<file path="src/rtl/ras_ckpt.sv">
// Return-address stack with an in-order table of branch checkpoints for fetch.
// Optional top-entry repair on recover is enabled by defining RAS_TOS_REPAIR_EN.
module ras_ckpt #(
  parameter int unsigned DEPTH = 16,
  parameter int unsigned AW    = 32,
  parameter int unsigned NCKPT = 8
) (
  input  logic                     clk,
  input  logic                     rst,
  input  logic                     push,
  input  logic [AW-1:0]            push_addr,
  input  logic                     pop,
  output logic [AW-1:0]            top_addr,
  output logic                     top_valid,
  input  logic                     ckpt_alloc,
  output logic                     ckpt_ready,
  output logic [$clog2(NCKPT)-1:0] ckpt_id,
  input  logic                     ckpt_free,
  input  logic                     recover,
  input  logic [$clog2(NCKPT)-1:0] recover_id,
  output logic                     overflow
);

  localparam int unsigned PW   = $clog2(DEPTH);
  localparam int unsigned CW   = $clog2(NCKPT);
  localparam logic [PW:0] FULL = (PW+1)'(DEPTH);

  // Stack storage and pointers
  logic [AW-1:0] stack_q [DEPTH];
  logic [PW-1:0] sp_q;
  logic [PW:0]   count_q;
  logic          overflow_q;

  // Checkpoint queue: slots plus head/tail/occupancy
  logic [PW-1:0] slot_sp_q  [NCKPT];
  logic [PW:0]   slot_cnt_q [NCKPT];
`ifdef RAS_TOS_REPAIR_EN
  logic [AW-1:0] slot_top_q [NCKPT];
`endif
  logic [CW-1:0] head_q;
  logic [CW-1:0] tail_q;
  logic [CW:0]   nck_q;

  logic [PW-1:0] sp_m1;
  logic          cnt_nz;
  logic          do_replace;
  logic          do_push;
  logic          do_pop;
  logic          free_ok;
  logic          alloc_ok;
  logic [PW-1:0] rec_sp;
  logic [PW:0]   rec_cnt;

  assign sp_m1      = sp_q - 1'b1;
  assign cnt_nz     = (count_q != '0);
  assign do_replace = push & pop & cnt_nz;
  assign do_push    = push & ~do_replace;
  assign do_pop     = pop & ~push & cnt_nz;
  assign free_ok    = ckpt_free & (nck_q != '0);
  // When full, a same-cycle free releases exactly the slot the alloc targets
  // (tail == head), so the pair is accepted and occupancy stays at NCKPT.
  assign alloc_ok   = ckpt_alloc & (~nck_q[CW] | free_ok);
  assign rec_sp     = slot_sp_q[recover_id];
  assign rec_cnt    = slot_cnt_q[recover_id];

  always_ff @(posedge clk) begin
    if (rst) begin
      for (int i = 0; i < int'(DEPTH); i++) stack_q[i] <= '0;
      for (int i = 0; i < int'(NCKPT); i++) begin
        slot_sp_q[i]  <= '0;
        slot_cnt_q[i] <= '0;
`ifdef RAS_TOS_REPAIR_EN
        slot_top_q[i] <= '0;
`endif
      end
      sp_q       <= '0;
      count_q    <= '0;
      overflow_q <= 1'b0;
      head_q     <= '0;
      tail_q     <= '0;
      nck_q      <= '0;
    end else if (recover) begin
      // Restore pointers and drop the recovered slot plus everything younger
      sp_q    <= rec_sp;
      count_q <= rec_cnt;
      tail_q  <= recover_id;
      nck_q   <= {1'b0, recover_id - head_q};
`ifdef RAS_TOS_REPAIR_EN
      if (rec_cnt != '0) stack_q[rec_sp - 1'b1] <= slot_top_q[recover_id];
`endif
    end else begin
      if (do_replace) begin
        stack_q[sp_m1] <= push_addr;
      end else if (do_push) begin
        stack_q[sp_q] <= push_addr;
        sp_q          <= sp_q + 1'b1;
        // A full stack overwrites its oldest entry; count stays saturated
        if (count_q == FULL) overflow_q <= 1'b1;
        else                 count_q    <= count_q + 1'b1;
      end else if (do_pop) begin
        sp_q    <= sp_m1;
        count_q <= count_q - 1'b1;
      end

      if (alloc_ok) begin
        slot_sp_q[tail_q]  <= sp_q;
        slot_cnt_q[tail_q] <= count_q;
`ifdef RAS_TOS_REPAIR_EN
        slot_top_q[tail_q] <= stack_q[sp_m1];
`endif
        tail_q <= tail_q + 1'b1;
      end
      if (free_ok) head_q <= head_q + 1'b1;

      if (alloc_ok & ~free_ok)      nck_q <= nck_q + 1'b1;
      else if (free_ok & ~alloc_ok) nck_q <= nck_q - 1'b1;
    end
  end

  assign top_addr   = stack_q[sp_m1];
  assign top_valid  = cnt_nz;
  assign ckpt_ready = ~nck_q[CW];
  assign ckpt_id    = tail_q;
  assign overflow   = overflow_q;

endmodule

</file>
<file path="config.mk">
export PLATFORM = sky130hd
export DESIGN_NAME = ras_ckpt
export DESIGN_NICKNAME = d
export VERILOG_FILES = /design/src/rtl/ras_ckpt.sv
export SDC_FILE = /design/constraint.sdc
export NUM_CORES = 1
export LEC_CHECK = 0
export ABC_AREA = 1
export CORE_MARGIN = 1.5
export CORE_UTILIZATION = 25
export DETAILED_ROUTE_END_ITERATION = 10
export PLACE_DENSITY = 0.42
export SETUP_SLACK_MARGIN = 0.2
export SLEW_MARGIN = 15
export SYNTH_ARGS = -nofsm -noshare
export SYNTH_HDL_FRONTEND = slang
export SYNTH_SLANG_ARGS = --single-unit
</file>
<file path="constraint.sdc">
create_clock -name clk -period 5.1 [get_ports clk]
set_input_delay 1.275 -clock clk [delete_from_list [all_inputs] [get_ports clk]]
set_output_delay 1.275 -clock clk [all_outputs]
set_load 0.02 [all_outputs]
</file>
==> flow_metrics.tcl <==
set metrics [dict create \
    min-delay-start "overflow" \
    die_area_sq_mm 0.115 \
    vdd_ir_drop_max_uv 232 \
    total_power_w 0.0141 \
    grt_pass1_vias 20300 \
    slowest_delay_ns 0.68 \
    synth_largest_area_cell "edfxtp_1" \
    finalSetupViolCount 0 \
    rows 123 \
    clock_latency_ns 0.61 \
    worst_slew_pin_slew_ns 0.966 \
    crit_family "buffers and inverters" \
    layout_common_cells "edfxtp_1, nor2_1, nor3_1, o21ai_0, nor3_2" \
    syn_inst 2557 \
    syn_area_sq_mm 0.0282 \
    vias 20600 \
    p_per_area_mw_per_mm2 425 \
    drt_iter0_markers 1981 \
    gp_congestion 0.766 \
    avgSynthCellArea_sq_um 11.0 \
    cts_tree "done" \
    dp_cells 3978 \
    r2r_start "sp_q[1]" \
    routedWlPerCell_um 23.2 \
    grt_max_degree 119 \
    crit_buf_inv 4 \
    ys_seq_area_frac 0.636 \
    grt_pass1_wl_um 141000 \
    drcViolationCount 0 \
    cap_violations 0 \
    reg2reg_setup_slack_ns 1.54 \
    outcome "completed" \
    synth_edf_count 584 \
    end_kind "output port" \
    finalHoldViolations 0 \
    viasPerCell 5.00 \
    firstDrtPassIters 5 \
    min_period_ns 4.76 \
    antenna_found_initial 1 \
    place_area_sq_mm 0.0309 \
    cts_sinks 604 \
    syn-num-nets 2612 \
    drive_gt1_frac 0.148 \
    ys_async_sr_fraction 0 \
    dpl.hpwl_um 54600 \
    maxSlewHeadroom 0.356 \
    nFillCells 11500 \
    critPathSlowestCell "clkdlybuf4s50_1" \
    synth_top_area_frac 0.622 \
    yosys_most_used_dff "edfxtp_1" \
    grt.overflow.total 0 \
    cp.arrival_ns 3.49 \
    synth_cell_types 40 \
    die_x_um 339 \
    p_leak_nw 11.2 \
    die_y_um 339 \
    fin_ws_ns 0.339 \
    synth_warnings 0 \
    final_cells 4120 \
    slew_violations 0 \
    path_clk_slew_ns 0.06 \
    postCtsHoldBufs 0 \
    port_buffers 79 \
    worst-path-max-fanout 31 \
    postLayoutCellArea_sq_mm 0.0333 \
    skew_ns 0.0204 \
    hp-class "flip-flop to flip-flop" \
    diodes 0 \
    tns_ns 0 \
    cp_common_cell "buf_12" \
    cts_buffer_depth 3 \
    ys_seq_elements 604 \
    area_growth_pct 17.9 \
    pre_cts_ws_ns 0.619 \
    cts_htree_levels 3 \
    track_usage 0.163 \
    post-route-period-util 0.933 \
    criticalPathCategory "flip-flop to output port" \
    nNetsFinal 2619 \
    core_sq_mm 0.112 \
    synth_area_leaders "edfxtp_1, nor2_1, nor3_1, o21ai_0, nor3_2" \
    root_buffer "clkbuf_16" \
    cts_buffers 74 \
    cp.required_ns 3.83 \
    max_freq_mhz 210 \
    wl_um 95700 \
    layout_commonest_cell "edfxtp_1" \
    startpoint_type "flip-flop" \
    crit_start "sp_q[1]" \
    rsz0062_at_grt "yes" \
    cp_cell_sequence "inv_2 -> ha_4 -> buf_12 -> buf_12 -> o21ai_0 -> o22ai_1 -> o221ai_1 -> o21ai_1 -> clkdlybuf4s50_1" \
    pin_count 80 \
    ant_nets 0 \
    initial_utilization 0.251 \
]
==> final timing paths <==
check | endpoint | cells after the start
worst min-delay path | overflow | 2
worst max-delay path | top_addr[27] | 9
worst max register to register | stack_q[10][2] | 12
worst min register to register | overflow | 2
==> registers in the layout, indices dropped and copies added (netlist names) <==
| signal | flops |
|---|---|
| nck_q | 4 |
| count_q | 5 |
| head_q | 3 |
| overflow | 1 |
| slot_sp_q | 32 |
| stack_q | 512 |
| ckpt_id | 3 |
| slot_cnt_q | 40 |
| sp_q | 4 |
==> per-layer routing <==
layer  vias up  global-route usage  wire length, um
met2       624               0.257            44100
met4         2              0.0461             2390
li1       9311                   -                -
met5         -                   0                7
met3       131              0.0259             5090
met1     10500               0.230            44100
==> cells by family (layout without fill, tap and decap cells) <==
family	after synthesis	after routing	synth area share
simple gates	1066	1066	0.184
flops	604	604	0.636
buf+inv	320	383	0.0475
compound gates	477	477	0.0990
xor+xnor	11	11	0.00395
mux	66	66	0.0234
fa+ha+maj	13	13	0.00630
==> power by group <==
group	total [W]	internal, W	leakage [nW]	switching [W]
sequential	0.00576	0.00567	6.18	0.0000828
combinational	0.00342	0.000976	3.90	0.00244
clock	0.00495	0.00283	1.09	0.00212
total	0.0141	0.00948	11.2	0.00465
==> cells in the mapped netlist, types with 4 or more instances <==
master,instances
nor2_2,4
clkbuf_1,166
nor2_1,548
clkinv_1,5
a21oi_1,20
o21ai_0,291
nor3_1,296
inv_2,7
edfxtp_1,584
o221ai_1,33
dfxtp_1,20
nand3_1,20
buf_6,6
ha_1,11
o32ai_1,32
inv_1,62
a211oi_1,5
buf_2,53
buf_4,7
nand2_2,5
xor2_1,6
buf_1,14
nand2_1,70
o22ai_1,81
nor3_2,120
mux2i_1,66
==> final cells by class <==
| cell class | count | area (sq um) | share of cell area |
|---|---|---|---|
| Inverter | 74 | 289 | 0.00869 |
| Tap cell | 1500 | 1880 | 0.0564 |
| Clock inverter | 36 | 229 | 0.00688 |
| Clock buffer | 96 | 1980 | 0.0594 |
| Sequential cell | 604 | 17900 | 0.539 |
| Multi-Input combinational cell | 1633 | 9180 | 0.276 |
| Timing Repair Buffer | 177 | 1760 | 0.0530 |
==> per-stage QoR <==
| step | hold slack, ns | util |
|---|---|---|
| after floorplan | 0.460 | - |
| after global placement | 0.476 | 0.275 |
| after detailed placement | 0.497 | 0.275 |
| after CTS | 0.506 | 0.296 |
| after global routing | 0.552 | 0.296 |
| final | 0.505 | 0.296 |
==> repair_timing <==
item | 4_1_cts | 5_1_grt
setup buffers | 4 | 5
cloned | 0 | 1
endpoints found under the setup margin | 21 | 20
hold endpoints to repair | 0 | 0
resized for setup | 5 | 14
pin swaps | 1 | 1
==> tightest hold or removal path, delay by kind of cell (launching register included) <==
kind	cells	cell delay [ns]
AOI/OAI and AO/OA	1	0.05
buffers and inverters	1	0.06
DFF	1	0.34
No activity file was read; power rests on OpenSTA's default activity.
